`config.mk`:
```
export PLATFORM = sky130hd
export DESIGN_NAME = int_moderator
export DESIGN_NICKNAME = d
export VERILOG_FILES = /design/src/rtl/int_moderator.sv
export SDC_FILE = /design/constraint.sdc
export NUM_CORES = 2
export LEC_CHECK = 0
export CAP_MARGIN = 5
export CORE_MARGIN = 3
export CORE_UTILIZATION = 30
export CTS_BUF_LIST = sky130_fd_sc_hd__clkbuf_4 sky130_fd_sc_hd__clkbuf_8
export CTS_CLUSTER_SIZE = 14
export DETAILED_ROUTE_END_ITERATION = 16
export DONT_BUFFER_PORTS = 1
export GPL_TIMING_DRIVEN = 0
export PLACE_DENSITY_LB_ADDON = 0.25
export SKIP_LAST_GASP = 1
export SYNTH_ARGS = -nofsm -noshare
export SYNTH_HDL_FRONTEND = slang
export SYNTH_SLANG_ARGS = --single-unit
export TNS_END_PERCENT = 50
```
`constraint.sdc`:
```
create_clock -name clk -period 12.2 [get_ports clk]
set_clock_uncertainty 0.15 [all_clocks]
set_input_delay 1.22 -clock clk [delete_from_list [all_inputs] [get_ports clk]]
set_output_delay 1.22 -clock clk [all_outputs]
set_load 0.05 [all_outputs]
```
`src/rtl/int_moderator.sv`:
```
// Per-source interrupt moderation: counts event pulses per source and raises
// int_valid when a count threshold or an age timeout is reached. After each
// router acknowledge it enforces a holdoff interval. Events that arrive during
// holdoff or in the acknowledge cycle are kept, not dropped.
module int_moderator #(
  parameter int unsigned COUNT = 16,
  parameter int unsigned CNT_W = 8,
  parameter int unsigned TMR_W = 16
) (
  input  logic               clk,
  input  logic               reset,
  input  logic [COUNT-1:0]   ev_pulse,
  output logic [COUNT-1:0]   int_valid,
  input  logic [COUNT-1:0]   int_ready,
  input  logic               cfg_valid,
  output logic               cfg_ready,
  input  logic [4:0]         cfg_sel,
  input  logic [CNT_W-1:0]   cfg_threshold,
  input  logic [TMR_W-1:0]   cfg_timeout,
  input  logic [TMR_W-1:0]   cfg_holdoff,
  output logic [COUNT-1:0]   ev_overflow,
  input  logic [COUNT-1:0]   ovf_clear
);

  typedef enum logic [1:0] {
    S_IDLE    = 2'd0,
    S_ACCUM   = 2'd1,
    S_ASSERT  = 2'd2,
    S_HOLDOFF = 2'd3
  } state_t;

  state_t           r_state   [COUNT];
  logic [CNT_W-1:0] r_cnt     [COUNT];
  logic [TMR_W-1:0] r_tmr     [COUNT];
  logic [CNT_W-1:0] r_thr     [COUNT];
  logic [TMR_W-1:0] r_timeout [COUNT];
  logic [TMR_W-1:0] r_holdoff [COUNT];
  logic [COUNT-1:0] r_valid;
  logic [COUNT-1:0] r_ovf;

  state_t           w_state_nxt [COUNT];
  logic [CNT_W-1:0] w_cnt_nxt   [COUNT];
  logic [TMR_W-1:0] w_tmr_nxt   [COUNT];
  logic [CNT_W-1:0] w_thr       [COUNT];
  logic [CNT_W-1:0] w_inc       [COUNT];
  logic [CNT_W-1:0] w_new       [COUNT];
  logic [COUNT-1:0] w_sat;
  logic [COUNT-1:0] w_ovf_set;
  logic [COUNT-1:0] w_valid_nxt;

  assign cfg_ready   = 1'b1;
  assign int_valid   = r_valid;
  assign ev_overflow = r_ovf;

  // Next-state, counter and timer computation for every source.
  // The holdoff-exit decision is evaluated on the count including the current
  // cycle's event, and also directly in the ack cycle when holdoff is zero.
  always_comb begin
    w_sat       = '0;
    w_ovf_set   = '0;
    w_valid_nxt = '0;
    for (int unsigned i = 0; i < COUNT; i++) begin
      w_thr[i]       = (r_thr[i] == '0) ? CNT_W'(1) : r_thr[i];
      w_sat[i]       = (r_cnt[i] == '1);
      w_inc[i]       = (ev_pulse[i] && !w_sat[i]) ? r_cnt[i] + CNT_W'(1) : r_cnt[i];
      w_new[i]       = ev_pulse[i] ? CNT_W'(1) : '0;
      w_state_nxt[i] = r_state[i];
      w_cnt_nxt[i]   = r_cnt[i];
      w_tmr_nxt[i]   = r_tmr[i];
      unique case (r_state[i])
        S_IDLE: begin
          if (ev_pulse[i]) begin
            w_cnt_nxt[i] = CNT_W'(1);
            if (w_thr[i] == CNT_W'(1)) begin
              w_state_nxt[i] = S_ASSERT;
            end else begin
              w_tmr_nxt[i]   = r_timeout[i];
              w_state_nxt[i] = S_ACCUM;
            end
          end
        end
        S_ACCUM: begin
          w_cnt_nxt[i] = w_inc[i];
          w_ovf_set[i] = ev_pulse[i] & w_sat[i];
          if (r_timeout[i] != '0 && r_tmr[i] != '0) begin
            w_tmr_nxt[i] = r_tmr[i] - TMR_W'(1);
          end
          if (w_inc[i] >= w_thr[i] ||
              (r_timeout[i] != '0 && r_tmr[i] == TMR_W'(1))) begin
            w_state_nxt[i] = S_ASSERT;
          end
        end
        S_ASSERT: begin
          if (int_ready[i]) begin
            w_cnt_nxt[i] = w_new[i];
            if (r_holdoff[i] == '0) begin
              if (w_new[i] >= w_thr[i]) begin
                w_state_nxt[i] = S_ASSERT;
              end else if (w_new[i] != '0) begin
                w_tmr_nxt[i]   = r_timeout[i];
                w_state_nxt[i] = S_ACCUM;
              end else begin
                w_state_nxt[i] = S_IDLE;
              end
            end else begin
              w_tmr_nxt[i]   = r_holdoff[i];
              w_state_nxt[i] = S_HOLDOFF;
            end
          end else begin
            w_cnt_nxt[i] = w_inc[i];
            w_ovf_set[i] = ev_pulse[i] & w_sat[i];
          end
        end
        S_HOLDOFF: begin
          w_cnt_nxt[i] = w_inc[i];
          w_ovf_set[i] = ev_pulse[i] & w_sat[i];
          if (r_tmr[i] <= TMR_W'(1)) begin
            w_tmr_nxt[i] = '0;
            if (w_inc[i] >= w_thr[i]) begin
              w_state_nxt[i] = S_ASSERT;
            end else if (w_inc[i] != '0) begin
              w_tmr_nxt[i]   = r_timeout[i];
              w_state_nxt[i] = S_ACCUM;
            end else begin
              w_state_nxt[i] = S_IDLE;
            end
          end else begin
            w_tmr_nxt[i] = r_tmr[i] - TMR_W'(1);
          end
        end
        default: w_state_nxt[i] = S_IDLE;
      endcase
      w_valid_nxt[i] = (w_state_nxt[i] == S_ASSERT);
    end
  end

  // State, counters, configuration and sticky overflow registers.
  always_ff @(posedge clk) begin
    if (reset) begin
      r_valid <= '0;
      r_ovf   <= '0;
      for (int unsigned i = 0; i < COUNT; i++) begin
        r_state[i]   <= S_IDLE;
        r_cnt[i]     <= '0;
        r_tmr[i]     <= '0;
        r_thr[i]     <= CNT_W'(1);
        r_timeout[i] <= '0;
        r_holdoff[i] <= '0;
      end
    end else begin
      r_valid <= w_valid_nxt;
      r_ovf   <= (r_ovf & ~ovf_clear) | w_ovf_set;
      for (int unsigned i = 0; i < COUNT; i++) begin
        r_state[i] <= w_state_nxt[i];
        r_cnt[i]   <= w_cnt_nxt[i];
        r_tmr[i]   <= w_tmr_nxt[i];
        if (cfg_valid && (32'(cfg_sel) == i)) begin
          r_thr[i]     <= cfg_threshold;
          r_timeout[i] <= cfg_timeout;
          r_holdoff[i] <= cfg_holdoff;
        end
      end
    end
  end

endmodule

```
After elaboration in Yosys (flattened, before gate mapping)
Memory sizes are Yosys's and may differ from the RTL's.
Index checks and enable logic that the tools add are counted.
W data, S select, Z words.
- memories kept: 6
- RAM bits: 1056
- output and inout bits: 33
- input port bits: 96
- word-level logic and storage cells: 1182
- register bits after elaboration: 32
- order comparisons: 48
- muxes and demuxes: 627
- add/subtract/negate cells: 32
- reduce and logical (&&, ||, !) cells: 225
- bitwise logic cells: 115
- equality and inequality tests: 127
- memory list (memory ; depth ; bits a word ; rd ports ; clocked after Yosys merged registers in ; wr ports ; RTL line ; text):
    r_holdoff ; 16 ; 16 ; 16 ; 0 ; 16 ; 37 ; logic [TMR_W-1:0] r_holdoff [COUNT];
    r_timeout ; 16 ; 16 ; 16 ; 0 ; 16 ; 36 ; logic [TMR_W-1:0] r_timeout [COUNT];
    r_tmr ; 16 ; 16 ; 16 ; 0 ; 16 ; 34 ; logic [TMR_W-1:0] r_tmr [COUNT];
    r_cnt ; 16 ; 8 ; 16 ; 0 ; 16 ; 33 ; logic [CNT_W-1:0] r_cnt [COUNT];
    r_thr ; 16 ; 8 ; 16 ; 0 ; 16 ; 35 ; logic [CNT_W-1:0] r_thr [COUNT];
    r_state ; 16 ; 2 ; 16 ; 0 ; 16 ; 32 ; state_t r_state [COUNT];
- operator list (kind ; number):
    $mux W16 ; 208
    $pmux W16 S4 ; 16
    $mux W8 ; 96
    $reduce_bool A16 Y1 ; 32
    $pmux W8 S3 ; 16
    $mux W2 ; 144
    $eq A16 B1 Y1 const B ; 16
    $le A16 B1 Y1 const B ; 16
    $logic_not A16 Y1 ; 16
    $reduce_bool A8 Y1 ; 32
    $sub A16 B1 Y16 const B ; 16
    $add A8 B1 Y8 const B ; 16
    $eq A8 B1 Y1 const B ; 16
    $eq A8 B8 Y1 const B ; 16
    $ge A1 B8 Y1 ; 16
    $ge A8 B8 Y1 ; 16
    $logic_not A8 Y1 ; 16
    $pmux W2 S4 ; 16
    $mux W1 ; 115
    $eq A2 B2 Y1 const B ; 48
    $or A1 B1 Y1 ; 96
    $logic_and A1 B1 Y1 ; 64
    $eq A5 B4 Y1 const B ; 8
    $eq A2 B1 Y1 const B ; 16
    13 further kinds ; 107

Depth between registers and ports, before layout
An unclocked memory read counts as a cell.
- depth in word-level cells: 11
- mapped depth: 16
- gate-level depth less buffers: 14

Worst setup path before layout
OpenSTA, ideal clock, no wires.
- path type: in2reg
- start: input port cfg_valid
- end: memory r_holdoff[13][0], in the netlist r_holdoff[1][80] (enable)
- stages on the path: 3
- path buffers: 0
- required time: 11552 ps
- arrival: 4667 ps
- setup time: 498 ps
- setup slack: 6886 ps
- path through: nor2b_1 nand2_1 o31ai_1
- RTL lines (what ; RTL line ; text):
    start, declared ; 15 ; input logic cfg_valid,
    end, declared ; 37 ;

==> impl_metrics.yaml <==
setup_path:
  path_max_fanout: 10
  crit_buf_inv: 2
  reg2regPathDepth: 13
  r2r_start: "r_cnt[1][24]$_SDFFE_PP0P_"
  slowest_stage: "a221oi_1"
  cp-end-kind: "flop"
  critical_path_class: "flop to flop"
  start_kind: "flop"
  critPathTopFamily: "compound AO/OA/AOI/OAI gates"
  crit_top_cell: "ha_1"
  required_ps: 12930
  r2r_setup_slack_ps: 7390
  critPathLaunch: "r_cnt[1][24]$_SDFFE_PP0P_"
  crit_cells: 13
  max_stage_delay_ps: 960
  arrival_ps: 5550
  cp_cell_sequence: "ha_1 -> nand3_1 -> o21ai_1 -> mux2_2 -> ha_1 -> a211oi_1 -> o21ai_0 -> a221oi_1 -> and4_1 -> clkbuf_1 -> buf_4 -> o221ai_1 -> a21oi_1"
synth:
  synthTopCellsByArea: "edfxtp_1 31%, dfxtp_1 14%, nor2_1 6.0%, ha_1 4.4%, a21oi_1 3.3%"
  synth_area_mm2: 0.0628
  ys_seq_elements: 1088
  syn_area_per_cell_um2: 9.05
  synth_warnings: 0
  syn_inst: 6938
  synth.most_common_cell: "nor2_1"
  ys_top_cells_by_count: "1006 x nor2_1, 640 x edfxtp_1, 448 x dfxtp_1, 419 x nand2_1, 411 x a21oi_1"
  yosysTopAreaCell: "edfxtp_1"
  synth.distinct_cells: 106
  synth_edf_count: 640
  synthArstFlopShare: 0
  synth_ff_type: "edfxtp_1"
  ys_seq_area_frac: 0.449
  synth_nets: 7255
  synth_top_area_share: 0.306
placed_design:
  hpwl_um: 186000
  routabilityCongestion: 0.950
  io_buffers: 0
detailed_routing:
  first_pass_iters: 9
  drc_errors: 0
  vias_per_cell: 5.82
  drtIter0Drc: 7097
  routed-via-count: 59200
  ant_nets: 0
  drt_wl_total_um: 262000
  routedWlPerCell_um: 25.8
floorplanning:
  rows: 167
  core_area_mm2: 0.207
  top_level_ports: 129
  dieArea_mm2: 0.215
  initial_utilization: 0.302
  dieWidth_um: 463
  die_y_um: 463
clocking:
  postCtsHoldBufs: 0
  cts_sinks: 1088
  htreeDepth: 4
  clk_pin_slew_ps: 60
  cts_buffers: 197
  post-cts-setup-buffers: 0
  cts_tree: "yes"
  clock_latency_ps: 1020
  cts-root-buf: "clkbuf_8"
  ctsResizeCount: 0
  clockBufferDepth: 3
sta:
  tightestPinTransition_ps: 1470
  final-max-slew-violation-count: 0
  min_period_ps: 4810
  hold_slack_ps: 239
  hold_viol: 0
  min_period_over_period: 0.395
  fmaxAchievable_mhz: 208
  setup-tns-final_ps: 0
  rsz0062_at_grt: "no"
  slew_headroom: 0.0174
  setup_viol: 0
run:
  max_cap_viol_count: 0
power_and_ir_drop:
  p_comb_frac: 0.322
  seq_power_share: 0.374
  switching_power_mw: 5.00
  sw_frac_of_total: 0.386
  clkPwrFrac: 0.304
  powerDensity_mw_per_mm2: 182
  ir_drop_mv: 0.122
  p_int_mw: 7.97
  leakagePower_nw: 25.4
grt:
  antenna_found_initial: 36
  grt_max_degree: 41
  grt_overflow: 0
  grt_pass1_wl_um: 376000
  grt_use_total: 0.232
  grt_pass1_vias: 55000
cells_and_area:
  syn2layout_area_growth_pct: 13.9
  drive_gt1_frac: 0.0805
  multiInputGateArea_mm2: 0.0317
  fill_cells: 21300
  ff_latch_area_mm2: 0.0282
  nets: 7482
  postLayoutCoreUtil: 0.344
min_path:
  hp-class: "input pin to flop"
  whs_path_depth: 2
  hp-start: "ovf_clear[1]"
status:
  outcome: "complete, no violations"
==> cell usage in the layout, fill, tap and decap left out, types with 68 or more instances in the layout <==
| cell | n |
|---|---|
| a211oi_1 | 124 |
| a21oi_1 | 411 |
| a22oi_1 | 194 |
| a31oi_1 | 97 |
| clkbuf_1 | 341 |
| clkbuf_8 | 208 |
| dfxtp_1 | 448 |
| edfxtp_1 | 640 |
| ha_1 | 221 |
| inv_1 | 313 |
| nand2_1 | 407 |
| nand2b_1 | 68 |
| nand3_1 | 160 |
| nand4_1 | 89 |
| nor2_1 | 1005 |
| nor3_1 | 185 |
| nor4_1 | 228 |
| o211ai_1 | 69 |
| o21ai_0 | 307 |
| o22ai_1 | 162 |
| xnor2_1 | 137 |
| xor2_1 | 113 |
==> state kept, by name (all words and copies together), names as in the netlist <==
signal,cells
ev_overflow,16
int_valid,16
r_cnt,128
r_holdoff,256
r_state,32
r_thr,128
r_timeout,256
r_tmr,256
==> layout make-up <==
type                    count  area share
diodes                     33     0.00116
clock inverters           115      0.0163
repair buffers             28     0.00811
inverters                 324      0.0170
well taps                2788      0.0488
clock buffers             258      0.0453
multi-input cells        5082       0.444
flip-flops and latches   1088       0.394
plain buffers             444      0.0253
==> path summary, 6_finish.rpt <==
| path | to |
|---|---|
| max | r_tmr[1][52]$_SDFFE_PP0P_ |
| min | ev_overflow[1]$_SDFF_PP0_ |
| max reg2reg | r_tmr[1][52]$_SDFFE_PP0P_ |
| min reg2reg | r_tmr[1][65]$_SDFFE_PP0P_ |
==> power by group through the flow <==
stage | Combinational [mW] | Sequential (mW) | Clock [mW]
CTS | 4.08 | 4.83 | 4.01
detailed placement | 4.06 | 4.90 | 0
finish | 4.18 | 4.85 | 3.94
floorplan | 2.94 | 4.74 | 0
global placement | 4.01 | 4.91 | 0
global route | 4.56 | 4.90 | 4.18
==> metal layers <==
metal	vias up	wire, um	track usage
li1	26700	-	-
met1	28800	108000	0.304
met2	3019	115000	0.357
met3	575	26500	0.0648
met4	6	12300	0.101
met5	-	40	0.00245
==> stage by stage <==
stage / instance area [um^2] / setup slack (ps) / total power [mW] / instances
final: 71500 / 7390 / 13.0 / 10200
after global routing: 71400 / 7010 / 13.6 / 10100
after CTS: 71400 / 7450 / 12.9 / 10100
after detailed placement: 67000 / 6960 / 8.96 / 9754
after global placement: 66200 / 3990 / 8.91 / 9726
after floorplan: 62800 / 6890 / 7.68 / 6938
==> cells by family (layout without fill, tap and decap cells) <==
family	after synthesis	after routing	share of synthesized area
compound gates	1988	1988	0.216
xor+xnor	250	250	0.0349
fa+ha+maj	221	221	0.0441
buf+inv	768	1169	0.0470
flops	1088	1088	0.449
mux	58	58	0.00987
other cells	1	34	0.0000598
simple gates	2564	2564	0.199
Power figures use the tool's default switching activity.
